File: config.mk
export PLATFORM = sky130hd
export DESIGN_NAME = btn_debouncer
export DESIGN_NICKNAME = d
export VERILOG_FILES = /design/src/rtl/btn_debouncer.sv
export SDC_FILE = /design/constraint.sdc
export NUM_CORES = 1
export LEC_CHECK = 0
export CORE_MARGIN = 2
export CORE_UTILIZATION = 35
export DETAILED_ROUTE_END_ITERATION = 12
export GPL_TIMING_DRIVEN = 0
export MAX_ROUTING_LAYER = met4
export PLACE_DENSITY = 0.62
export SETUP_SLACK_MARGIN = 0.1
export SYNTH_ARGS = -nofsm -noshare
export SYNTH_HDL_FRONTEND = slang
export SYNTH_SLANG_ARGS = --single-unit
File: constraint.sdc
create_clock -name clk -period 4.15 [get_ports clk]
set_input_delay 1.245 -clock clk [delete_from_list [all_inputs] [get_ports clk]]
set_output_delay 1.245 -clock clk [all_outputs]
set_load 0.005 [all_outputs]
File: src/rtl/btn_debouncer.sv
// btn_debouncer: turns a raw, bouncing, asynchronous push-button into a clean level on clk.
// Latency: 2 clk sync + 1..DIV clk to first sample tick + (STABLE_CNT-1)*DIV clk qualification.
// Backpressure: none; free-running level output, o_long is a single-cycle pulse.
//
// Ports:
//   clk     - system clock
//   rst     - synchronous, active-high reset
//   i_btn   - raw button input, asynchronous to clk, may bounce
//   o_level - debounced level, changes only after STABLE_CNT consecutive agreeing samples
//   o_long  - 1-clk long-press pulse; constant 0 unless BTN_LONGPRESS_EN is defined
//
// Optional feature macro: BTN_LONGPRESS_EN builds the hold counter that drives o_long.
module btn_debouncer #(
   parameter int CLK_HZ     = 100_000_000,
   parameter int SAMPLE_HZ  = 1_000,
   parameter int STABLE_CNT = 8,
   parameter int LONG_TICKS = 1000
) (
   input  logic clk,
   input  logic rst,
   input  logic i_btn,
   output logic o_level,
   output logic o_long
);

   localparam int DIV = CLK_HZ / SAMPLE_HZ;
   localparam int DW  = (DIV > 1) ? $clog2(DIV) : 1;
   localparam int CW  = $clog2(STABLE_CNT + 1);

   localparam logic [DW-1:0] DIV_LAST = DW'(DIV - 1);
   localparam logic [CW-1:0] CNT_DONE = CW'(STABLE_CNT);
   localparam logic [CW-1:0] CNT_ONE  = CW'(1);

   // Elaboration-time parameter sanity checks.
   if (DIV < 2) begin : g_bad_div
      $error("btn_debouncer: CLK_HZ/SAMPLE_HZ must be >= 2");
   end
   if (STABLE_CNT < 1) begin : g_bad_stable
      $error("btn_debouncer: STABLE_CNT must be >= 1");
   end
   if (LONG_TICKS < 1) begin : g_bad_long
      $error("btn_debouncer: LONG_TICKS must be >= 1");
   end

   typedef enum logic [1:0] {
      S_LOW  = 2'b00,
      S_RISE = 2'b01,
      S_HIGH = 2'b10,
      S_FALL = 2'b11
   } state_t;

   // ---------------- synchroniser ----------------
   logic sync1_q, sync2_q;
   logic btn_s;

   always_ff @(posedge clk) begin
      if (rst) begin
         sync1_q <= 1'b0;
         sync2_q <= 1'b0;
      end else begin
         sync1_q <= i_btn;
         sync2_q <= sync1_q;
      end
   end

   assign btn_s = sync2_q;

   // ---------------- sample-tick divider ----------------
   logic [DW-1:0] div_q, div_d;
   logic          tick;

   assign tick  = (div_q == DIV_LAST);
   assign div_d = tick ? '0 : div_q + 1'b1;

   always_ff @(posedge clk) begin
      if (rst) div_q <= '0;
      else     div_q <= div_d;
   end

   // ---------------- stability FSM ----------------
   state_t        state_q, state_d;
   logic [CW-1:0] cnt_q, cnt_d;
   logic [CW-1:0] cnt_inc;

   assign cnt_inc = cnt_q + 1'b1;

   always_comb begin
      state_d = state_q;
      cnt_d   = cnt_q;
      case (state_q)
         S_LOW: begin
            if (tick) begin
               if (btn_s) begin
                  cnt_d   = CNT_ONE;
                  state_d = (STABLE_CNT == 1) ? S_HIGH : S_RISE;
               end else begin
                  cnt_d = '0;
               end
            end
         end
         S_RISE: begin
            if (tick) begin
               if (btn_s) begin
                  if (cnt_inc == CNT_DONE) begin
                     state_d = S_HIGH;
                     cnt_d   = '0;
                  end else begin
                     cnt_d = cnt_inc;
                  end
               end else begin
                  // One disagreeing sample throws away the partial qualification.
                  state_d = S_LOW;
                  cnt_d   = '0;
               end
            end
         end
         S_HIGH: begin
            if (tick) begin
               if (!btn_s) begin
                  cnt_d   = CNT_ONE;
                  state_d = (STABLE_CNT == 1) ? S_LOW : S_FALL;
               end else begin
                  cnt_d = '0;
               end
            end
         end
         S_FALL: begin
            if (tick) begin
               if (!btn_s) begin
                  if (cnt_inc == CNT_DONE) begin
                     state_d = S_LOW;
                     cnt_d   = '0;
                  end else begin
                     cnt_d = cnt_inc;
                  end
               end else begin
                  state_d = S_HIGH;
                  cnt_d   = '0;
               end
            end
         end
         // Recover from any corrupted encoding without waiting for a tick.
         default: begin
            state_d = S_LOW;
            cnt_d   = '0;
         end
      endcase
   end

   always_ff @(posedge clk) begin
      if (rst) begin
         state_q <= S_LOW;
         cnt_q   <= '0;
      end else begin
         state_q <= state_d;
         cnt_q   <= cnt_d;
      end
   end

   // Level is decoded straight from the state register, so it moves on the qualifying tick edge.
   assign o_level = (state_q == S_HIGH) || (state_q == S_FALL);

   // ---------------- optional long-press detector ----------------
`ifdef BTN_LONGPRESS_EN
   localparam int HW = $clog2(LONG_TICKS + 1);
   localparam logic [HW-1:0] HOLD_MAX = HW'(LONG_TICKS);

   logic [HW-1:0] hold_q, hold_d;
   logic [HW-1:0] hold_inc;
   logic          long_q, long_d;

   assign hold_inc = hold_q + 1'b1;

   always_comb begin
      hold_d = hold_q;
      long_d = 1'b0;
      if (state_q == S_LOW) begin
         hold_d = '0;
      end else if (tick && o_level && (hold_q != HOLD_MAX)) begin
         // Saturating count: the pulse can only fire once per press.
         hold_d = hold_inc;
         long_d = (hold_inc == HOLD_MAX);
      end
   end

   always_ff @(posedge clk) begin
      if (rst) begin
         hold_q <= '0;
         long_q <= 1'b0;
      end else begin
         hold_q <= hold_d;
         long_q <= long_d;
      end
   end

   assign o_long = long_q;
`else
   assign o_long = 1'b0;
`endif

endmodule

### Word level (Yosys, flattened, before mapping)

Index checks and enable logic that the tools add are counted.

| storage, ports and cells | value |
|---|---|
| word-level logic and storage cells | 46 |
| input port bits | 3 |
| output and inout port bits | 2 |
| flip-flop bits (word level) | 25 |

| operators by class | value |
|---|---|
| muxes and demuxes | 21 |
| equal/unequal tests | 13 |
| reduce and logical (&&, ||, !) cells | 5 |
| add/sub/neg operators | 2 |

Operators by type and width:

| kind | count |
|---|---|
| $mux 4 | 7 |
| $mux 2 | 10 |
| $add 17x1->17 const B | 1 |
| $eq 17x17->1 const B | 1 |
| $pmux 4 s4 | 1 |
| $ne 2x2->1 const B | 6 |
| $pmux 2 s4 | 1 |
| $reduce_and 8->1 | 1 |
| $ne 3x3->1 const B | 2 |
| $add 4x1->4 const B | 1 |
| $eq 2x2->1 const B | 2 |
| $eq 4x4->1 const B | 1 |
| $reduce_and 4->1 | 1 |
| $eq 2x1->1 const B | 1 |
| $logic_not 2->1 | 1 |
| $mux 1 | 2 |
| $reduce_or 2->1 | 1 |
| $logic_or 1x1->1 | 1 |

### Depth between registers and ports, before layout

| depth | value |
|---|---|
| depth in word-level cells | 6 |
| mapped depth | 7 |
| mapped depth without buffers | 5 |

### Worst setup path before layout

OpenSTA, ideal clock, no wires.

| timing path | value |
|---|---|
| path kind | in2reg |
| from | input port rst |
| to | register div_q[10] |
| slack | 1.998 ns |
| cell stages on the path | 4 |
| arrival | 2.034 ns |
| required time | 4.033 ns |
| library setup time | 0.117 ns |
| buffers on the path | 2 |
| cells stage by stage | clkbuf_1 > o21bai_1 > buf_2 > nor2_1 |

| between the ends | value |
|---|---|
| cells in the longest elaborated chain, start to end | 1 |

RTL lines:

| element | line | source |
|---|---|---|
| start, declared | 20 | `input logic rst,` |
| $reduce_or 2->1 (no source line) | - |  |
| end signal, assigned | 77 | `else div_q <= div_d;` |
| end, declared | 69 | `logic [DW-1:0] div_q, div_d;` |

No other way between the ends.
A chain may end at the register's enable or synchronous reset.

### Final worst setup path

| timing path | value |
|---|---|
| from | input port rst |
| to | register div_q[11] |

Same word-level chain as after synthesis.

==> results.rst <==
.. list-table::
   :header-rows: 1

   * - Metric
     - Value
   * - Clock network latency to the later pin of the worst-skew pair
     - 0.31 ns
   * - Count of H-tree levels built during CTS
     - 1
   * - Count of hold buffers inserted by post-cts repair
     - 0
   * - F_max
     - 387 MHz
   * - Area fraction in compound gates after synthesis
     - 9.06%
   * - Crit path arrival time
     - 2.80 ns
   * - Iteration-0 DRC Markers
     - 59
   * - Worst-case headroom to the max-slew limit
     - 62.6%
   * - Fraction of synthesized area in multiplexers
     - less than 1%
   * - Area delta synth->final
     - 9.16%
   * - Global Route Usage Sum
     - 12.9%
   * - Clk pin slew, worst setup/hold paths
     - approximately 0.13 ns
   * - Fraction of the mapped netlist area in simple logic gates
     - approximately a third
   * - Width of the chip
     - 63.9 um
   * - Number of antenna repair diodes
     - 0
   * - Initial antenna violation count
     - 0
   * - Commonest cells after routing, fill and taps aside
     - dfxtp_1, nor2_1, nand2_1
   * - Worst Clk Skew
     - approximately 0.0026 ns
   * - Fraction of final layout cells sized beyond drive strength 1
     - 8.67%
   * - Cell Pwr Density
     - 267 nW/um^2
   * - TritonCTS sink count
     - 25
   * - Syn nets
     - 149
   * - Combinational family with the most area after synthesis
     - simple AND/OR/NAND/NOR gates
   * - Syn_area_per_cell
     - 8.78 um^2
   * - Longest Clk Path Bufs
     - 2
   * - First-pass GRT wire length
     - 4.14 mm
   * - Number of vias per cell
     - slightly above 5
   * - FF+latch count, synth
     - 25
   * - Peak ir drop on the vdd network
     - 0.000249 V
   * - Synth Instances
     - between 100 and 150
   * - Result of the run
     - completed
   * - RSZ-0062 raised after global routing
     - false
   * - Number of rows in the core area
     - 21
   * - Wire length per cell
     - 11.3 um
   * - Seq/Total Area, Yosys
     - about 40%
   * - Remaining Overflow, GRT
     - 0
   * - Final WL
     - about 2.2 mm
   * - Vert. Die Dim
     - 63.9 um
   * - DPL Wire Length
     - ~1.6 mm
   * - Final slew viol count
     - 0
   * - Slew @ Worst Pin
     - between 0.5 and 0.6 ns
   * - Startpoint-to-endpoint class of the critical path
     - input port to flop
   * - Post-route minimum period
     - 2.59 ns
   * - Inserted Clock Buffers
     - 3
   * - Cts repair resizes
     - 0
   * - Post-Synth XOR/XNOR Area
     - 9.76%
   * - Critical-path maximum fanout
     - 10
   * - DRC Markers
     - 0
   * - Clock tree root driver cell
     - clkbuf_4
   * - IO Port Bufs
     - 3
   * - Total I/O pin count
     - 5
   * - Remaining antenna violation count after routing
     - 0
   * - Multi-input combinational cell area
     - 691 um^2
   * - Hold crit path type
     - flop to flop
   * - Initial standard-cell utilization of the core
     - 37.1%
   * - Final weighted congestion in routability-driven placement
     - 0.801
   * - Fill cell instance count of the final layout
     - approximately 330
   * - Static leakage power
     - 0.466 nW
   * - Final period util
     - 62.3%
   * - Fin nets
     - approximately 160
   * - Die ar.
     - 4080 um^2
   * - Routed vias
     - 1004
   * - Length of the first detailed-routing pass in iterations
     - 4
   * - Area of the core region
     - approximately 3400 um^2
   * - Most common cell after layout, fill and taps aside
     - dfxtp_1
   * - Max-capacitance violation count
     - 0
   * - Total area of sequential cells
     - 500 um^2
   * - Final setup vio count
     - 0
   * - Number of placed instances, taps included
     - 192
   * - Largest net degree at the start of global routing
     - 15
   * - Post-CTS repair timing setup buffer count
     - 0
   * - Clock tree from TritonCTS
     - built
   * - Setup crit start kind
     - input port
   * - Post-synthesis cell type count
     - 37
   * - Cell Area, Synth
     - 1260 um^2
   * - YS warnings
     - 0
   * - Post-synthesis share of cell area spent on full adders, half adders and majority gates
     - 2.99%
   * - Final Hold Fails
     - 0
   * - Count of non-filler cells in the finished layout
     - 196
   * - Aggregate negative setup slack
     - 0 ns
   * - Via count of the first global-routing pass
     - between 900 and 1000
   * - Nature of the critical path endpoint
     - flop
   * - Required time of the worst setup path
     - 4.37 ns
[cell type report]
type	instances	share of cell area (%)
tap	46	4.20
inverter	4	1.09
sequential	25	36.5
timing repair buffer	3	2.19
clock buffer	3	1.64
clock inverter	1	0.365
multi-input combinational	107	50.4
buffer	7	3.65
[flip-flops by register name (all words and copies together), names as in the netlist, named ones only]
signal   count
state_q      1
sync1_q      1
div_q       17
cnt_q        4
btn_s        1
[power breakdown]
part,internal [mW],switching (mW)
combinational,0.00645,0.00788
clock,0.0360,0.0698
sequential,0.243,0.00265
total,0.286,0.0804
[per-stage QoR]
step           worst slack, ns  utilization, %  hold slack, ns  power [mW]  cell area (um^2)
2_1_floorplan             2.00               -           0.414       0.261              1260
3_3_place_gp              1.24            39.6           0.423       0.265              1340
3_5_place_dp              1.19            39.6           0.449       0.266              1340
4_1_cts                   1.55            40.5           0.469       0.374              1370
5_1_grt                   1.42            40.5           0.481       0.384              1370
6_report                  1.56            40.5           0.463       0.366              1370
[path summary, 6_finish.rpt]
path	startpoint	end	slack [ns]	cells past startpoint
setup / recovery	rst	div_q[11]$_SDFF_PP0_	1.56	5
hold / removal	sync1_q$_SDFF_PP0_	btn_s$_SDFF_PP0_	0.46	1
setup reg to reg	div_q[0]$_SDFF_PP0_	div_q[11]$_SDFF_PP0_	2.10	7
hold reg to reg	sync1_q$_SDFF_PP0_	btn_s$_SDFF_PP0_	0.46	1
[kinds of logic (layout without fill, tap and decap cells)]
logic type,count (synthesis),in the layout
AOI/OAI and AO/OA,20,20
xor gates and xnor gates,14,14
adders and majority gates,3,3
buffers and inverters,11,18
DFF,25,25
muxes,1,1
other,1,1
and+or+nand+nor,68,68
[worst max-delay path, cell delays in order]
cell,delay (ns)
clkdlybuf4s50_1,0.48
clkbuf_1,0.34
o21bai_1,0.35
buf_2,0.32
nor2_1,0.07
[cell usage after synthesis]
library cell	n	share of area, %
inv_1	4	1.2
nand2_1	10	3.0
xor2_1	9	6.3
mux2i_1	1	0.80
or4b_1	1	0.80
and3b_1	1	0.70
or4_1	2	1.2
nand4b_1	1	0.70
conb_1	1	0.30
clkbuf_1	2	0.60
nor3_1	1	0.40
nand3_1	9	3.6
nor2_1	15	4.5
and4_1	3	2.1
nor4b_4	1	1.9
buf_4	2	1.2
dfxtp_1	25	40
nor2b_1	3	1.5
nor4_2	1	1.0
a21boi_0	1	0.60
xnor2_1	5	3.5
nor4_1	2	1.0
buf_6	2	1.8
nand4_1	5	2.5
o211ai_1	2	1.2
buf_2	1	0.40
nand2b_1	2	1.0
a2bb2oi_1	1	0.70
a21oi_1	9	3.6
nand4_2	1	1.0
ha_1	3	3.0
o21ai_0	6	2.4
and3_1	3	1.5
or3_1	4	2.0
nand3b_1	2	1.2
and3_2	1	0.60
o21bai_1	1	0.60
[per-layer routing]
metal / global-route usage [%] / vias to the layer above / wire, um
met5: - / - / 0
met4: 3.26 / 0 / 13
met3: 3.35 / 2 / 53
met2: 21.9 / 9 / 1080
met1: 15.1 / 478 / 1070
li1: - / 515 / -
No activity file was read; power rests on OpenSTA's default activity.
